==> src/rtl/fifo_r_ctrl_if.sv <==
// Signal bundle between the FIFO read controller and its neighbours.
// The write pointer and read request come in; the read pointer, strobes and flags go out.
interface fifo_r_ctrl_if #(
    parameter int DEEP = 8
);
    logic [DEEP:0] wr_addr;
    logic          rd_en;
    logic [DEEP:0] rd_addr;
    logic          pop;
    logic          dout_valid;
    logic          empty;
    logic          full;
    logic [DEEP:0] count;

    modport master (
        output wr_addr, rd_en,
        input  rd_addr, pop, dout_valid, empty, full, count
    );

    modport slave (
        input  wr_addr, rd_en,
        output rd_addr, pop, dout_valid, empty, full, count
    );
endinterface

==> src/rtl/fifo_r_ctrl.sv <==
// Read-side control FSM for the synchronous FIFO.
// It owns the read pointer and derives empty/full/count from the write controller's pointer.
module fifo_r_ctrl #(
    parameter int DEEP = 8
) (
    input  logic         clk,
    input  logic         arst,
    fifo_r_ctrl_if.slave bus
);
    typedef enum logic [1:0] {
        IDLE  = 2'd0,
        EMPTY = 2'd1,
        POP   = 2'd2
    } state_e;

    state_e        state_q;
    state_e        state_d;
    logic [DEEP:0] rd_addr_q;
    logic [DEEP:0] rd_addr_d;
    logic [DEEP:0] rd_addr_la_s;
    logic          dout_valid_q;
    logic          pop_s;
    logic          empty_la_s;

    assign pop_s = (state_q == POP);

    // Next-state logic: the emptiness test uses the pointer as it will be after
    // this cycle's pop, so POP is never entered or held on an empty slot.
    always_comb begin
        rd_addr_la_s = rd_addr_q + {{DEEP{1'b0}}, pop_s};
        empty_la_s   = (bus.wr_addr == rd_addr_la_s);
        rd_addr_d    = rd_addr_la_s;
        state_d      = IDLE;
        case (state_q)
            IDLE, EMPTY, POP: begin
                if (empty_la_s) begin
                    state_d = EMPTY;
                end else if (bus.rd_en) begin
                    state_d = POP;
                end else begin
                    state_d = IDLE;
                end
            end
            default: state_d = IDLE;
        endcase
    end

    // State, read pointer and read-data-valid registers.
    always_ff @(posedge clk or posedge arst) begin
        if (arst) begin
            state_q      <= IDLE;
            rd_addr_q    <= {(DEEP+1){1'b0}};
            dout_valid_q <= 1'b0;
        end else begin
            state_q      <= state_d;
            rd_addr_q    <= rd_addr_d;
            dout_valid_q <= pop_s;
        end
    end

    // Equal low bits: the wrap bit tells full from empty.
    assign bus.empty      = (bus.wr_addr == rd_addr_q);
    assign bus.full       = (bus.wr_addr[DEEP] != rd_addr_q[DEEP]) &&
                            (bus.wr_addr[DEEP-1:0] == rd_addr_q[DEEP-1:0]);
    assign bus.count      = bus.wr_addr - rd_addr_q;
    assign bus.rd_addr    = rd_addr_q;
    assign bus.pop        = pop_s;
    assign bus.dout_valid = dout_valid_q;
endmodule

==> src/flat_wrapper.sv <==
// flat-port wrapper written by rule: the top's interface ports become plain ports
module fifo_r_ctrl_flat 
#(
    parameter int DEEP = 8
)
  (clk, arst, bus_wr_addr, bus_rd_en, bus_rd_addr, bus_pop, bus_dout_valid, bus_empty, bus_full, bus_count);
  fifo_r_ctrl_if #(.DEEP(DEEP)) bus_i ();
  input  logic clk;
  input  logic arst;
  input wire logic [$bits(bus_i.wr_addr)-1:0] bus_wr_addr;
  input wire logic [$bits(bus_i.rd_en)-1:0] bus_rd_en;
  output wire logic [$bits(bus_i.rd_addr)-1:0] bus_rd_addr;
  output wire logic [$bits(bus_i.pop)-1:0] bus_pop;
  output wire logic [$bits(bus_i.dout_valid)-1:0] bus_dout_valid;
  output wire logic [$bits(bus_i.empty)-1:0] bus_empty;
  output wire logic [$bits(bus_i.full)-1:0] bus_full;
  output wire logic [$bits(bus_i.count)-1:0] bus_count;
  assign bus_i.wr_addr = bus_wr_addr;
  assign bus_i.rd_en = bus_rd_en;
  assign bus_rd_addr = bus_i.rd_addr;
  assign bus_pop = bus_i.pop;
  assign bus_dout_valid = bus_i.dout_valid;
  assign bus_empty = bus_i.empty;
  assign bus_full = bus_i.full;
  assign bus_count = bus_i.count;
  fifo_r_ctrl #(.DEEP(DEEP)) u_core (.clk(clk), .arst(arst), .bus(bus_i));
endmodule
==> config.mk <==
export PLATFORM = sky130hd
export DESIGN_NAME = fifo_r_ctrl_flat
export DESIGN_NICKNAME = d
export VERILOG_FILES = /design/src/rtl/fifo_r_ctrl_if.sv /design/src/rtl/fifo_r_ctrl.sv /design/src/flat_wrapper.sv
export SDC_FILE = /design/constraint.sdc
export NUM_CORES = 1
export LEC_CHECK = 0
export BUFFER_PORTS_ARGS = -buffer_cell sky130_fd_sc_hd__buf_2
export CAP_MARGIN = 20
export CORE_MARGIN = 1.5
export CORE_UTILIZATION = 50
export DETAILED_ROUTE_END_ITERATION = 12
export GPL_TIMING_DRIVEN = 1
export PLACE_DENSITY_LB_ADDON = 0.05
export SLEW_MARGIN = 20
export SYNTH_ARGS = -nofsm -noshare
export SYNTH_HDL_FRONTEND = slang
export SYNTH_SLANG_ARGS = --single-unit
==> constraint.sdc <==
create_clock -name clk -period 6.5 [get_ports clk]
set_input_delay 0.325 -clock clk [delete_from_list [all_inputs] [get_ports clk]]
set_output_delay 0.325 -clock clk [all_outputs]
set_load 0.01 [all_outputs]
==> impl_metrics.ini <==
[power]
p_total_w = 0.000496
leakagePower_nw = 0.625
powerDensity_nw_per_um2 = 397
vdd_drop_max_mv = 0.274

[die]
coreArea_um2 = 1940
start_util_pct = 52.2
io_pins = 34
dieArea_um2 = 2310
dieHeight_um = 48.0
rows = 16
die_w_um = 48.0

[logic_synthesis]
netlist.area_leader.share_pct = 29.6
yosys.cell_count.top_type = inv_1
syn_area_um2 = 1010
ys.warnings.count = 0
ys.flop_type = dfrtp_1
yosysTopAreaCell = dfrtp_1
avgSynthCellArea_um2 = 8.74
synth-edff-count = 0
synth_nets = 139
synthArstFlopShare_pct = 100
synth.top_cells.by_count = inv_1 (17), xnor2_1 (13), dfrtp_1 (12)
yosys_register_bits = 12
synthesis.instances = 116
netlist-cell-type-count = 27
yosysSeqAreaShare_pct = 29.6
synthTopCellsByArea = dfrtp_1 (30%), ha_1 (12%), xnor2_1 (11%)

[cells_and_area]
nNetsFinal = 177
syn2layout_area_growth_pct = 23.2
final_util_pct = 64.3
n_fill_cell = 183
num_antenna_cells = 0
layout-drive-gt1-share_pct = 26.8
postLayoutCellArea_um2 = 1250

[timing]
max_slew_margin_pct = 66.4
rsz0062_at_grt = false
fmax_ghz = 0.373
fin_hold_ws_ns = 0.0460
clock_skew_ns = 0.00170
setup-violations-final = 0
maxSlewViolCount = 0
hold_viol = 0
period_needed_ns = 2.68
fin_setup_tns_ns = 0
finalCritPeriodShare_pct = 41.2
worst-slew-pin-transition_ns = 0.502

[route]
wl_per_cell_um = 11.9
top_layer = met4
ant_nets = 0
wl_met1_um = 950
route.met2.wl_um = 1040
drtPass1Iterations = 4
drc = 0
route.vias.total = 929
dr_wl_met3_um = 101
drt_iter0_markers = 17
wl_um = 2140
via_per_inst = 5.16

[setup_path]
timing.reg2reg.setup_slack_ns = 3.94
cp_slowest_cell = dfrtp_1
cp_slowest_stage_delay_ns = 0.48
worstSetupPathType = reg2out
r2r_end = u_core.state_q[1]
critical_path_arrival_ns = 2.35
critPathRequiredTime_ns = 6.17
r2r-start = u_core.state_q[0]
path_max_fanout = 6
worstRegToRegCells = 9
cp-end-kind = primary output
critical_path.cell_chain = inv_1, ha_1, nor2b_1, o21ai_0, a21boi_0, o21ai_0, nor2b_1, xnor2_1, buf_2
critPathLaunchType = flip-flop

[clock_network]
clk_pin_slew_ns = 0.07
ctsResizeCount = 0
clock_sinks = 12
cts_setup_buffers = 0
cts_tree = built
cts_buffer_depth = 2
h-tree-depth = 1
insertion_delay_ns = 0.27
hold_buffers = 0
cts_root_buf = clkbuf_4
tritoncts.num_buffers = 3

[place]
dpl.hpwl_um = 1760
port_buffers = 33
place_congestion = 0.910
dpl_cell_area_um2 = 1210

[grt]
grt_use_total_pct = 21.8
grt_pass1_vias = 821
grt_overflow = 0
grt_antenna_before_repair = 0
grt_start_max_net_pins = 13
grt_pass1_wl_um = 3550

[job]
drv_cap = 0

[status]
status = complete, no violations

[hold_path]
hold_class = in2async
[layout make-up]
cell class	instances	area (µm²)	share of cell area [%]
Sequential cell	12	300	24.0
Inverter	17	63.8	5.11
Timing Repair Buffer	33	165	13.2
Multi-Input combinational cell	87	649	52.0
Clock buffer	4	36.3	2.91
Tap cell	27	33.8	2.71
[power by group]
| group | switching (W) | internal, W |
|---|---|---|
| Clock | 0.0000248 | 0.0000341 |
| Combinational | 0.000168 | 0.000139 |
| Sequential | 0.0000341 | 0.0000957 |
[metal layers]
layer,vias up,GRT usage (%)
li1,469,-
met2,30,35.5
met1,425,28.9
met5,-,0
met4,0,9.73
met3,5,2.26
[layout by cell type (no fill, tap or decap), types with 2 or more instances in the layout]
cell	instances
clkbuf_4	3
inv_1	17
nand2_1	4
or4_1	2
buf_2	33
xnor2_1	13
nor3_1	3
dfrtp_1	12
or3_1	2
xor2_1	8
nand3_1	4
o21ai_0	9
nor2b_1	6
ha_1	10
a21oi_1	8
nor2_1	5
[registers in the layout, summed over array words and instances (netlist names)]
| register | flops |
|---|---|
| u_core.bus.dout_valid | 1 |
| u_core.state_q | 2 |
| u_core.bus.rd_addr | 9 |
[cell families after synthesis]
logic type               count (synthesis)  synth area share [%]
XOR/XNOR                                21                  18.1
adder cells (fa/ha/maj)                 11                  14.3
buffers and inverters                   17                  6.30
AND/OR/NAND/NOR                         32                  18.5
flip-flops                              12                  29.6
AO/OA/AOI/OAI                           23                  13.1
[through the flow]
stage	std cells	worst slack [ns]
6_report	180	3.82
5_1_grt	180	3.58
4_1_cts	180	3.81
3_5_place_dp	176	3.94
3_3_place_gp	176	4.03
2_1_floorplan	116	4.00
[critical path, delay by kind of cell, from the launching register on]
family / cells / cell delay (ns)
flip-flops: 1 / 0.48
XOR/XNOR: 1 / 0.14
AO/OA/AOI/OAI: 3 / 0.59
AND/OR/NAND/NOR: 2 / 0.35
adder cells (fa/ha/maj): 1 / 0.31
buffers and inverters: 2 / 0.22
[worst max path at each step]
stage,startpoint,to,slack [ns],cells past startpoint
final,u_core.bus.rd_addr[1],bus_count[5],3.82,9
after global routing,u_core.bus.rd_addr[1],bus_count[5],3.58,9
after CTS,u_core.bus.rd_addr[1],bus_count[5],3.81,9
after detailed placement,u_core.state_q[0],u_core.state_q[1],3.94,9
after global placement,u_core.state_q[0],u_core.state_q[1],4.03,9
after floorplan,u_core.state_q[0],u_core.state_q[1],4.00,9
Note: power is estimated with default switching activity, not from simulation.
